## config.mk

```make
export PLATFORM = sky130hd
export DESIGN_NAME = victim_swap_ctrl
export DESIGN_NICKNAME = d
export VERILOG_FILES = /design/src/rtl/victim_swap_ctrl_pkg.sv /design/src/rtl/line_word_mux.sv /design/src/rtl/victim_swap_ctrl.sv
export SDC_FILE = /design/constraint.sdc
export NUM_CORES = 2
export LEC_CHECK = 0
export CAP_MARGIN = 10
export CORE_AREA = 2 2 657 659
export CTS_BUF_LIST = sky130_fd_sc_hd__clkbuf_4 sky130_fd_sc_hd__clkbuf_8 sky130_fd_sc_hd__clkbuf_16
export CTS_CLUSTER_SIZE = 12
export DETAILED_ROUTE_END_ITERATION = 16
export DIE_AREA = 0 0 659 661
export GPL_TIMING_DRIVEN = 0
export PLACE_DENSITY = 0.31
export SETUP_SLACK_MARGIN = 0.15
export SYNTH_ARGS = -nofsm -noshare
export SYNTH_HDL_FRONTEND = slang
export SYNTH_SLANG_ARGS = --single-unit
export TNS_END_PERCENT = 100
```

## constraint.sdc

```tcl
create_clock -name clk -period 2.5 [get_ports clk]
set_input_delay 0.375 -clock clk [delete_from_list [all_inputs] [get_ports clk]]
set_output_delay 0.375 -clock clk [all_outputs]
set_load 0.05 [all_outputs]
```

## src/rtl/victim_swap_ctrl_pkg.sv

```systemverilog
// Shared types and constants for the L1 / victim-cache miss sequencer.
package victim_swap_ctrl_pkg;

  localparam int unsigned ADDR_W = 23;
  localparam int unsigned LINE_W = 256;
  localparam int unsigned BLK_W  = ADDR_W - 3;
  localparam int unsigned WORDS  = 8;
  localparam int unsigned WORD_W = LINE_W / WORDS;
  localparam int unsigned SEL_W  = 3;

  typedef enum logic [2:0] {
    StIdle,
    StProbe,
    StSwap,
    StWb,
    StFill,
    StRefill,
    StDone
  } state_e;

  function automatic logic [WORD_W-1:0] line_word(input logic [LINE_W-1:0] line,
                                                  input logic [SEL_W-1:0]  sel);
    return line[sel*WORD_W +: WORD_W];
  endfunction

endpackage

```

## src/rtl/line_word_mux.sv

```systemverilog
// Selects one 32-bit word out of a cache line.
module line_word_mux
  import victim_swap_ctrl_pkg::*;
(
  input  logic [LINE_W-1:0] line_i,
  input  logic [SEL_W-1:0]  sel_i,
  output logic [WORD_W-1:0] word_o
);

  assign word_o = line_word(line_i, sel_i);

endmodule

```

## src/rtl/victim_swap_ctrl.sv

```systemverilog
// Miss sequencer: probes the victim cache on an L1 miss, then either swaps lines or
// writes back / fills from memory, pushing the clean L1 victim into the victim cache.
module victim_swap_ctrl #(
  parameter int unsigned ADDR_W = 23,
  parameter int unsigned LINE_W = 256
) (
  input  logic              clk,
  input  logic              rst,
  input  logic              req_valid,
  input  logic [ADDR_W-1:0] req_addr,
  input  logic              l1_hit,
  input  logic              l1_victim_valid,
  input  logic              l1_victim_dirty,
  input  logic [ADDR_W-4:0] l1_victim_addr,
  input  logic [LINE_W-1:0] l1_victim_line,
  input  logic              vc_hit,
  input  logic [LINE_W-1:0] vc_line,
  output logic [ADDR_W-4:0] vc_addr,
  output logic              vc_evict,
  output logic [LINE_W-1:0] vc_in_line,
  output logic              l1_fill_we,
  output logic [LINE_W-1:0] l1_fill_line,
  output logic              mem_req,
  output logic              mem_we,
  output logic [ADDR_W-4:0] mem_addr,
  output logic [LINE_W-1:0] mem_wdata,
  input  logic              mem_ack,
  input  logic [LINE_W-1:0] mem_rdata,
  output logic              stall,
  output logic              done,
  output logic [31:0]       dout
);
  import victim_swap_ctrl_pkg::*;

  localparam int unsigned BlkW = ADDR_W - 3;

  state_e              state_q, state_d;
  logic [ADDR_W-1:0]   addr_q, addr_d;
  logic                vic_valid_q, vic_valid_d;
  logic                vic_dirty_q, vic_dirty_d;
  logic [BlkW-1:0]     vic_addr_q, vic_addr_d;
  logic [LINE_W-1:0]   vic_line_q, vic_line_d;
  logic [LINE_W-1:0]   result_q, result_d;
  logic [31:0]         result_word;

  always_ff @(posedge clk) begin
    if (!rst) begin
      state_q     <= StIdle;
      addr_q      <= '0;
      vic_valid_q <= 1'b0;
      vic_dirty_q <= 1'b0;
      vic_addr_q  <= '0;
      vic_line_q  <= '0;
      result_q    <= '0;
    end else begin
      state_q     <= state_d;
      addr_q      <= addr_d;
      vic_valid_q <= vic_valid_d;
      vic_dirty_q <= vic_dirty_d;
      vic_addr_q  <= vic_addr_d;
      vic_line_q  <= vic_line_d;
      result_q    <= result_d;
    end
  end

  always_comb begin
    state_d     = state_q;
    addr_d      = addr_q;
    vic_valid_d = vic_valid_q;
    vic_dirty_d = vic_dirty_q;
    vic_addr_d  = vic_addr_q;
    vic_line_d  = vic_line_q;
    result_d    = result_q;
    unique case (state_q)
      StIdle: begin
        if (req_valid && !l1_hit) begin
          addr_d      = req_addr;
          vic_valid_d = l1_victim_valid;
          vic_dirty_d = l1_victim_dirty;
          vic_addr_d  = l1_victim_addr;
          vic_line_d  = l1_victim_line;
          state_d     = StProbe;
        end
      end
      StProbe: begin
        if (vc_hit) begin
          state_d = StSwap;
        end else if (vic_valid_q && vic_dirty_q) begin
          state_d = StWb;
        end else begin
          state_d = StFill;
        end
      end
      StSwap: begin
        result_d = vc_line;
        state_d  = StDone;
      end
      StWb: begin
        if (mem_ack) state_d = StFill;
      end
      StFill: begin
        if (mem_ack) begin
          result_d = mem_rdata;
          state_d  = StRefill;
        end
      end
      StRefill: state_d = StDone;
      StDone:   state_d = StIdle;
      default:  state_d = StIdle;
    endcase
  end

  line_word_mux u_result_mux (
    .line_i (result_q),
    .sel_i  (addr_q[2:0]),
    .word_o (result_word)
  );

  // Outputs decode from the registered state; only stall looks at inputs, and only in IDLE.
  always_comb begin
    vc_addr      = '0;
    vc_evict     = 1'b0;
    vc_in_line   = '0;
    l1_fill_we   = 1'b0;
    l1_fill_line = '0;
    mem_req      = 1'b0;
    mem_we       = 1'b0;
    mem_addr     = '0;
    mem_wdata    = '0;
    stall        = 1'b1;
    done         = 1'b0;
    dout         = '0;
    unique case (state_q)
      StIdle:  stall = req_valid && !l1_hit;
      StProbe: vc_addr = addr_q[ADDR_W-1:3];
      StSwap: begin
        l1_fill_we   = 1'b1;
        l1_fill_line = vc_line;
        vc_evict     = vic_valid_q;
        vc_in_line   = vic_line_q;
      end
      StWb: begin
        mem_req   = 1'b1;
        mem_we    = 1'b1;
        mem_addr  = vic_addr_q;
        mem_wdata = vic_line_q;
      end
      StFill: begin
        mem_req  = 1'b1;
        mem_addr = addr_q[ADDR_W-1:3];
      end
      StRefill: begin
        l1_fill_we   = 1'b1;
        l1_fill_line = result_q;
        vc_evict     = vic_valid_q;
        vc_in_line   = vic_line_q;
      end
      StDone: begin
        stall = 1'b0;
        done  = 1'b1;
        dout  = result_word;
      end
      default: stall = 1'b0;
    endcase
  end

endmodule

```

==> qor.yml <==
drt_iter0_markers: 3757
grt_max_degree: 12
wire_per_inst_microns: 39.7
synth-seq-area-share_pct: 36.2
wl_microns: 440000
avgSynthCellArea_sq_um: 9.03
startpoint_type: "flip-flop"
via_per_inst: 3.75
overflow: 0
internal_power_w: 0.0278
firstDrtPassIters: 6
power.switching_w: 0.0258
syn_nets: 4249
cts_tree: "yes"
worst_pin_slew_ns: 1.26
comb_power_share_pct: 48.1
swShare_pct: 48.1
gr-max-usage-layer: "met2"
critical-path-top-delay-family: "multiplexers"
hold_slack_ns: 0.126
multi_input_area_sq_um: 18100
required_ns: 2.12
grtUsageTotal_pct: 19.2
ys_ff_latch: 560
seqCellArea_sq_um: 11200
final_nets: 6074
grt_util_met2_pct: 34.8
drc_errors: 0
grt_pass1_vias: 40600
setup_viol: 1118
finalCriticalPeriod_ns: 3.39
boundaryPins: 1665
cts_root_buf: "clkbuf_16"
syn_to_final_growth_pct: 96.5
hpwl_microns: 387000
reg2regPathDepth: 7
failed_checks: "setup timing"
antenna_left: 0
portBuffers: 1663
cp-startpoint: "addr_q[0]"
cp.arrival_ns: 3.01
grt_use_met3_pct: 7.96
crit_type: "flip-flop to output pin"
syn_inst: 3430
reg2reg_setup_slack_ns: -0.57
fmax_mhz: 295
cp_num_cells: 5
synth_top_area_share_pct: 36.2
pwr_density_cell_nw_per_um2: 880
die_area_sq_um: 436000
synthXorXnorAreaFrac_pct: 0
synth_edf_count: 0
clk_pin_slew_worst_paths_ns: 0.06
vias: 41600
rsz0062_at_grt: "yes"
grt_pass1_wl_microns: 529000
gp_congestion: 0.964
synth_async_sr_flop_share_pct: 0
leakagePower_nw: 21.8
rows: 241
synth.distinct_cells: 36
synth-simple-area-share_pct: 16.1
period_share_pct: 136
slew_violations: 0
fin_ws_ns: -0.888
yosysWarnings: 0
drive_above_1_share_pct: 27.5
crit_path_top_delay_cell: "mux4_2"
status: "finished, violations left"
syn_area_sq_um: 31000
power_frac_seq_pct: 25.8
dieHeight_microns: 661
cts_max_path_buffers: 4
r2r-start: "state_q[2]"
numCtsBuffers: 89
fin_worst_skew_ns: 0.0513
vdd_ir_drop_max_uv: 455
p_clk_share_pct: 26.1
insertion_delay_ns: 0.83
hold_class: "input pin to flip-flop"
synthMuxAreaShare_pct: 4.65
synth_top_family_by_area: "compound AO/OA/AOI/OAI gates"
met1_usage_pct: 19.9
r2r_end: "result_q[186]"
initial_core_util_pct: 7.22
hold_violations: 0
cp_num_buf_inv: 3
synth-compound-area-share_pct: 36.3
cts_sinks: 560
setup_tns_ns: -588.60
drv_cap: 0
die_x_microns: 659
synth_fa_ha_area_share_pct: 0
cts_max_level: 3
fillers: 48800
endpoint: "dout[19]"
synth_ff_type: "dfxtp_1"
synthTopCellsByArea: "dfxtp_1 (36%), o221a_1 (8.9%), a22o_1 (8.7%), o32a_1 (8.3%), and2_1 (5.6%)"
crit_path_max_incr_delay_ns: 0.74
relSlewSlack_pct: 16.2
cp_cell_sequence: "buf_12, buf_16, mux4_2, a22o_1, buf_6"
core_sq_um: 429000
cp-end-kind: "output pin"
antenna_found_initial: 254
yosys.area.top_type: "dfxtp_1"
critPathMaxFanout: 7
[tightest hold or removal path, delay by kind of cell]
family / cells / cell delay (ns)
buffers and inverters: 1 / 0.40
AOI/OAI and AO/OA: 1 / 0.06
and+or+nand+nor: 1 / 0.07
[synth_stat cells, types with 2 or more instances]
cell type / number
clkbuf_1: 363
o21ai_1: 280
nor2b_1: 5
dfxtp_1: 560
o21ai_0: 23
and2_1: 278
mux4_2: 64
o221a_2: 10
o32a_1: 256
nand2_1: 2
buf_1: 31
a22o_1: 308
o221a_1: 246
a21oi_1: 304
nand2b_1: 5
and3b_1: 3
nor2_1: 2
buf_2: 116
buf_4: 2
nand3_1: 301
and3_1: 256
[cells in the final DEF (no fill, tap or decap), drive strengths merged, types with 2 or more instances in the layout]
| cell type | n |
|---|---|
| a21oi | 304 |
| a22o | 308 |
| and2 | 278 |
| and3 | 256 |
| and3b | 3 |
| buf | 639 |
| bufinv | 11 |
| clkbuf | 570 |
| clkdlybuf4s15 | 274 |
| clkdlybuf4s18 | 20 |
| clkdlybuf4s50 | 818 |
| clkinv | 14 |
| clkinvlp | 3 |
| dfxtp | 560 |
| diode | 61 |
| dlygate4sd2 | 50 |
| inv | 6 |
| mux4 | 64 |
| nand2 | 2 |
| nand2b | 5 |
| nand3 | 301 |
| nor2 | 2 |
| nor2b | 5 |
| nor3b | 2 |
| o21ai | 303 |
| o221a | 256 |
| o32a | 256 |
[flip-flops by register name (all words and copies together), names as in the netlist]
name	flops
result_q	256
vic_line_q	256
addr_q	23
vic_addr_q	20
state_q	3
vic_dirty_q	1
vic_valid_q	1
[layout make-up]
cell class | instances | area share, %
flip-flops and latches | 560 | 18.4
multi-input cells | 2355 | 29.8
inverters | 3 | 0.0185
clock inverters | 31 | 0.775
well taps | 5710 | 11.7
clock buffers | 126 | 4.35
diodes | 61 | 0.251
plain buffers | 511 | 5.38
repair buffers | 1735 | 29.3
[cells by family after synthesis]
kind of cell,count (synthesis)
buffers and inverters,515
AOI/OAI and AO/OA,1433
muxes,64
DFF,560
and+or+nand+nor,858
[per-stage QoR]
step | instances | area (sq um) | worst slack [ns] | utilization (%) | total power, W
floorplan | 3430 | 31000 | 0.215 | - | 0.0243
global placement | 10800 | 54800 | -3.18 | 12.8 | 0.0382
finish | 11100 | 60800 | -0.888 | 14.2 | 0.0536
detailed placement | 10800 | 55300 | -2.48 | 12.9 | 0.0386
CTS | 11000 | 59300 | -1.16 | 13.8 | 0.0538
global route | 11100 | 60800 | -0.906 | 14.2 | 0.0557
[per-layer routing]
layer  vias up  wire [microns]  share of wire (%)
met5         -             905               0.21
met4       144           17400                3.9
met3       668           46900                 11
met2      2401          222000                 50
met1     21000          153000                 35
li1      17300               -                  -
[worst min-delay path by stage]
stage                     slack, ns         endpoint                start  depth (start not counted)
after floorplan                0.45      vic_dirty_q          vic_dirty_q                          2
after global placement         0.47   vic_addr_q[15]       vic_addr_q[15]                          2
after detailed placement       0.47   vic_addr_q[12]       vic_addr_q[12]                          2
after CTS                      0.03  vic_line_q[215]  l1_victim_line[215]                          3
after global routing           0.09   vic_line_q[17]   l1_victim_line[17]                          3
final                          0.13   vic_line_q[17]   l1_victim_line[17]                          3
[timing repair]
action                      CTS  global route
hold endpoints to repair      0             0
setup endpoints to repair  1396          1366
setup buffers                13            28
resized for setup          3301          1424
gates cloned                  5             4
hold buffers                  0             0
pin swaps                     6            12
[power by group through the flow]
stage | Clock, W | Combinational [W] | Sequential [W]
floorplan | 0 | 0.0123 | 0.0120
global placement | 0 | 0.0242 | 0.0139
detailed placement | 0 | 0.0247 | 0.0139
CTS | 0.0144 | 0.0256 | 0.0138
global route | 0.0146 | 0.0271 | 0.0139
finish | 0.0140 | 0.0258 | 0.0138
Power figures use the tool's default switching activity.
